`config.mk`:
```
export PLATFORM = sky130hd
export DESIGN_NAME = counter_mod
export DESIGN_NICKNAME = d
export VERILOG_FILES = /design/src/rtl/counter_mod.sv
export SDC_FILE = /design/constraint.sdc
export NUM_CORES = 1
export LEC_CHECK = 0
export CAP_MARGIN = 20
export CORE_MARGIN = 2
export CORE_UTILIZATION = 50
export CTS_BUF_LIST = sky130_fd_sc_hd__clkbuf_4 sky130_fd_sc_hd__clkbuf_8
export DETAILED_ROUTE_END_ITERATION = 8
export HOLD_SLACK_MARGIN = 0.15
export PLACE_DENSITY = 0.75
export SYNTH_ARGS = -nofsm -noshare
export SYNTH_HDL_FRONTEND = slang
export SYNTH_SLANG_ARGS = --single-unit
```
`constraint.sdc`:
```
create_clock -name clk -period 3.4 [get_ports clk]
set_clock_uncertainty 0.05 [all_clocks]
set_input_delay 0.34 -clock clk [delete_from_list [all_inputs] [get_ports clk]]
set_output_delay 0.34 -clock clk [all_outputs]
set_load 0.05 [all_outputs]
```
`src/rtl/counter_mod.sv`:
```
// Bounded up/down counter with per-cycle step, limit, and saturate-or-wrap control.
// Optional sticky overflow/underflow flags are enabled by defining COUNTER_MOD_STICKY_EN.
module counter_mod #(
    parameter int WIDTH  = 8,
    parameter int STEP_W = 4
) (
    input  logic              clk,
    input  logic              rst_n,
    input  logic              load_n,
    input  logic [WIDTH-1:0]  data_load,
    input  logic              ce,
    input  logic              up_down,
    input  logic [STEP_W-1:0] step,
    input  logic [WIDTH-1:0]  limit,
    input  logic              sat_mode,
    output logic [WIDTH-1:0]  count_out,
    output logic              max_count,
    output logic              zero,
    output logic              tc
`ifdef COUNTER_MOD_STICKY_EN
    ,
    input  logic              clr_sticky,
    output logic              ovf_sticky,
    output logic              unf_sticky
`endif
);

    // One extra bit so that limit = 2^WIDTH-1 keeps its carry.
    localparam int XW = WIDTH + 1;
    localparam logic [XW-1:0] ONE_X = XW'(1);

    generate
        if (WIDTH < 2 || WIDTH > 32) begin : g_bad_width
            $error("counter_mod: WIDTH must be in 2..32");
        end
        if (STEP_W < 1 || STEP_W > WIDTH) begin : g_bad_step_w
            $error("counter_mod: STEP_W must be in 1..WIDTH");
        end
    endgenerate

    function automatic logic up_crosses(input logic [XW-1:0] cnt,
                                        input logic [XW-1:0] s,
                                        input logic [XW-1:0] lim);
        return (cnt + s) > lim;
    endfunction

    function automatic logic down_crosses(input logic [XW-1:0] cnt,
                                          input logic [XW-1:0] s);
        return s > cnt;
    endfunction

    function automatic logic [WIDTH-1:0] bound_up(input logic [XW-1:0] cnt,
                                                  input logic [XW-1:0] s,
                                                  input logic [XW-1:0] lim,
                                                  input logic          sat);
        logic [XW-1:0] r;
        r = cnt + s;
        if (r > lim) begin
            r = sat ? lim : (r - (lim + ONE_X));
        end
        return WIDTH'(r);
    endfunction

    function automatic logic [WIDTH-1:0] bound_down(input logic [XW-1:0] cnt,
                                                    input logic [XW-1:0] s,
                                                    input logic [XW-1:0] lim,
                                                    input logic          sat);
        logic [XW-1:0] r;
        if (s <= cnt) begin
            r = cnt - s;
        end else if (sat) begin
            r = '0;
        end else begin
            r = cnt + lim + ONE_X - s;
        end
        return WIDTH'(r);
    endfunction

    logic [WIDTH-1:0] count_p0;
    logic             tc_p0;
    logic [WIDTH-1:0] count_nxt;
    logic             tc_nxt;
    logic [XW-1:0]    cnt_x;
    logic [XW-1:0]    lim_x;
    logic [XW-1:0]    step_x;
    logic [XW-1:0]    eff_step;
    logic [WIDTH-1:0] load_val;

    assign cnt_x    = XW'(count_p0);
    assign lim_x    = XW'(limit);
    assign step_x   = XW'(step);
    assign eff_step = (step_x < lim_x) ? step_x : lim_x;
    assign load_val = (data_load > limit) ? limit : data_load;

    always_comb begin
        count_nxt = count_p0;
        tc_nxt    = 1'b0;
        if (!load_n) begin
            count_nxt = load_val;
        end else if (ce) begin
            // A runtime limit drop can leave the count stranded above the range.
            if (cnt_x > lim_x) begin
                count_nxt = sat_mode ? limit : '0;
                tc_nxt    = 1'b1;
            end else if (eff_step != '0) begin
                if (up_down) begin
                    count_nxt = bound_up(cnt_x, eff_step, lim_x, sat_mode);
                    tc_nxt    = up_crosses(cnt_x, eff_step, lim_x);
                end else begin
                    count_nxt = bound_down(cnt_x, eff_step, lim_x, sat_mode);
                    tc_nxt    = down_crosses(cnt_x, eff_step);
                end
            end
        end
    end

    // Stage p0: count and terminal-count registers
    always_ff @(posedge clk or negedge rst_n) begin
        if (!rst_n) begin
            count_p0 <= '0;
            tc_p0    <= 1'b0;
        end else begin
            count_p0 <= count_nxt;
            tc_p0    <= tc_nxt;
        end
    end

    assign count_out = count_p0;
    assign tc        = tc_p0;
    assign max_count = (count_p0 == limit);
    assign zero      = (count_p0 == '0);

`ifdef COUNTER_MOD_STICKY_EN
    // Direction of the terminal event decides which flag is set; set wins over clear.
    always_ff @(posedge clk or negedge rst_n) begin
        if (!rst_n) begin
            ovf_sticky <= 1'b0;
            unf_sticky <= 1'b0;
        end else begin
            if (tc_nxt && up_down) begin
                ovf_sticky <= 1'b1;
            end else if (clr_sticky) begin
                ovf_sticky <= 1'b0;
            end
            if (tc_nxt && !up_down) begin
                unf_sticky <= 1'b1;
            end else if (clr_sticky) begin
                unf_sticky <= 1'b0;
            end
        end
    end
`endif

endmodule
```
==> results.sh <==
export IMPL_outcome="complete, but fails checks"
export IMPL_violations="DRC, setup timing"
export IMPL_clock_sinks=9
export IMPL_hold_path_class="in -> async"
export IMPL_yosysWarnings=0
export IMPL_crit_family="compound AO/OA/AOI/OAI gates"
export IMPL_grt_max_degree=19
export IMPL_cts_hold_fix_buffers=0
export IMPL_period_minus_slack_ps=4420
export IMPL_drt_initial_drc_count=346
export IMPL_synth_avg_cell_area_um2=7.84
export IMPL_via_per_inst=6.32
export IMPL_layout_drive_gt1_share_pct=34.5
export IMPL_start_kind="input port"
export IMPL_drc=7
export IMPL_ioPinCount=37
export IMPL_crit_cells=24
export IMPL_firstDrtPassIters=9
export IMPL_areaGrowthSynthToFinish_pct=53.7
export IMPL_drv_slew=0
export IMPL_cp_data_required_time_ps=3470
export IMPL_synthAdderAreaFrac_pct=27.2
export IMPL_synth_area_leaders="ha_1 23%, dfrtp_1 7.2%, a21oi_1 4.6%, fa_1 4.5%, inv_1 4.4%"
export IMPL_p_leak_nw=2.31
export IMPL_core_um2=5990
export IMPL_setup_viol=9
export IMPL_power_switching_mw=1.89
export IMPL_r2r_cells=14
export IMPL_antenna_found_initial=0
export IMPL_track_usage_pct=35.8
export IMPL_worst_pin_slew_ps=591
export IMPL_synth_edff_count=0
export IMPL_h_tree_depth=1
export IMPL_powerDensity_nw_per_um2=812
export IMPL_clock_root_buffer="clkbuf_8"
export IMPL_netlist_top_cells_count="57 x ha_1, 37 x inv_1, 29 x a21oi_1"
export IMPL_synthXorXnorAreaFrac_pct=5.87
export IMPL_end_kind="flop"
export IMPL_synthDistinctLibCells=71
export IMPL_seq_area_frac_synth_pct=7.19
export IMPL_r2r_end="count_out[3]"
export IMPL_synthMuxAreaShare_pct=4.43
export IMPL_synthArstFlopShare_pct=100
export IMPL_worst_path_buf_inv=4
export IMPL_grt_pass1_vias=4097
export IMPL_gp_congestion=0.962
export IMPL_slowest_stage="fa_2"
export IMPL_finalHoldViolations=0
export IMPL_reg2reg_from="count_out[1]"
export IMPL_maxCapViolCount=0
export IMPL_n_antenna_cell=0
export IMPL_preCtsSetupSlack_ps=-1700
export IMPL_relSlewSlack_pct=60.5
export IMPL_chipHeight_um=83.2
export IMPL_postSynthCellCount=400
export IMPL_via_count=3937
export IMPL_n_fill_cell=372
export IMPL_cts_tree="yes"
export IMPL_die_x_um=83.2
export IMPL_initial_core_util_pct=52.3
export IMPL_clk_latency_ps=240
export IMPL_yosys_area_share_simple_pct=19.4
export IMPL_synth_top_family_by_area="compound AO/OA/AOI/OAI gates"
export IMPL_vdd_drop_max_uv=586
export IMPL_pwr_share_comb_pct=91.8
export IMPL_nNetsFinal=639
export IMPL_dp_hpwl_um=8940
export IMPL_tns_ps=-7580
export IMPL_wire_per_inst_um=20.2
export IMPL_synth_area_um2=3130
export IMPL_cpPeakStageDelay_ps=370
export IMPL_grt_first_pass_wirelength_um=19900
export IMPL_setup_ws_ps=-1020
export IMPL_fp_dieArea_um2=6920
export IMPL_grt_setup_unrepaired="true"
export IMPL_clkTransAtPathRegs_ps=50
export IMPL_overflow=0
export IMPL_yosysTopAreaCell="ha_1"
export IMPL_numPortBuffers=36
export IMPL_ant_nets=0
export IMPL_path_class="in -> reg"
export IMPL_p_sw_share_pct=48.4
export IMPL_cts_made_buffers=3
export IMPL_synth_compound_area_share_pct=28.6
export IMPL_row_count=28
export IMPL_yosysMostFrequentCell="ha_1"
export IMPL_p_int_mw=2.02
export IMPL_synth_flop_cell="dfrtp_1"
export IMPL_arrival_ps=4480
export IMPL_ctsLongestPathBuffers=2
export IMPL_fmax_ghz=0.226
export IMPL_path_cells="buf_8, clkinvlp_4, ha_4, nand2_1, o21ai_1, o211ai_1, buf_4, nor2_2, a21o_1, ha_2, inv_2, fa_2, nor2b_4, o21ai_2, nand2_2, xnor2_2, ha_4, and4_4, nand2b_1, and4_4, o21ai_4, mux2_4, a211o_1, a211o_1"
export IMPL_ys_ff_latch=9
export IMPL_cp_max_fo=8
export IMPL_r2r_slack_ps=-260
export IMPL_wl_um=12600
export IMPL_fin_crit_sh_pct=130
export IMPL_clkPwrFrac_pct=3.7
export IMPL_seqPwrFrac_pct=4.4
export IMPL_hold_ws_ps=421
export IMPL_synth_top_area_share_pct=22.8
## worst max-delay path by stage
| stage | startpoint | to | slack [ps] |
|---|---|---|---|
| floorplan | limit[1] | count_out[3] | -1090 |
| global placement | limit[1] | count_out[3] | -1610 |
| detailed placement | limit[1] | count_out[3] | -1700 |
| CTS | limit[2] | count_out[3] | -880 |
| global route | limit[1] | count_out[0] | -1150 |
| finish | limit[1] | count_out[3] | -1020 |
## kinds of logic (layout without fill, tap and decap cells)
family | count (synthesis) | after routing
compound gates | 127 | 127
xor+xnor | 21 | 21
fa+ha+maj | 64 | 64
buf+inv | 53 | 195
flops | 9 | 9
mux | 13 | 13
other cells | 2 | 8
simple gates | 111 | 111
## metrics by stage
step                std cells  instance area (µm²)  power [mW]  util (%)
floorplan                 406                 3230        1.93         -
global placement          598                 4330        2.89      72.3
detailed placement        598                 4330        2.96      72.3
CTS                       622                 4720        3.54      78.7
global route              623                 4820        4.13      80.4
finish                    623                 4820        3.91      80.4
## power by group through the flow
stage | registers [mW] | clock network, mW | logic [mW]
after detailed placement | 0.166 | 0 | 2.80
after floorplan | 0.311 | 0 | 1.62
after global placement | 0.164 | 0 | 2.73
final | 0.173 | 0.146 | 3.59
after CTS | 0.170 | 0.145 | 3.22
after global routing | 0.175 | 0.151 | 3.80
## layer usage
metal / global-route usage, % / wire (µm)
met4: 17.9 / 760
met3: 7.75 / 987
met1: 41.4 / 4810
met2: 62.1 / 6050
met5: 0 / 0
## final cells by class
cell class | instances | area, µm² | share of cell area (%)
sequential | 9 | 225 | 4.68
timing repair buffer | 152 | 1260 | 26.1
clock buffer | 4 | 48.8 | 1.01
multi-input combinational | 344 | 3040 | 63.0
tap | 75 | 93.8 | 1.95
inverter | 39 | 155 | 3.22
## sequential cells by signal (all words and copies together) (netlist names)
| signal | flops |
|---|---|
| tc | 1 |
| count_out | 8 |
## cells in the final DEF (no fill, tap or decap), types with 9 or more instances in the layout
cell	synthesis	routed
ha_1	57	46
clkdlybuf4s50_1	0	23
a21o_1	10	9
nor2_1	20	19
o211ai_1	11	11
inv_1	37	34
buf_4	1	108
dfrtp_1	9	9
nand2_1	28	25
mux2i_1	9	9
o21ai_0	17	14
a21oi_1	29	26
xor2_1	11	11
## repair_timing
item / CTS / global route
pin swaps: 35 / 26
setup buffers: 20 / 1
setup endpoints to repair: 9 / 9
resized for setup: 78 / 21
No activity file was read; power rests on OpenSTA's default activity.
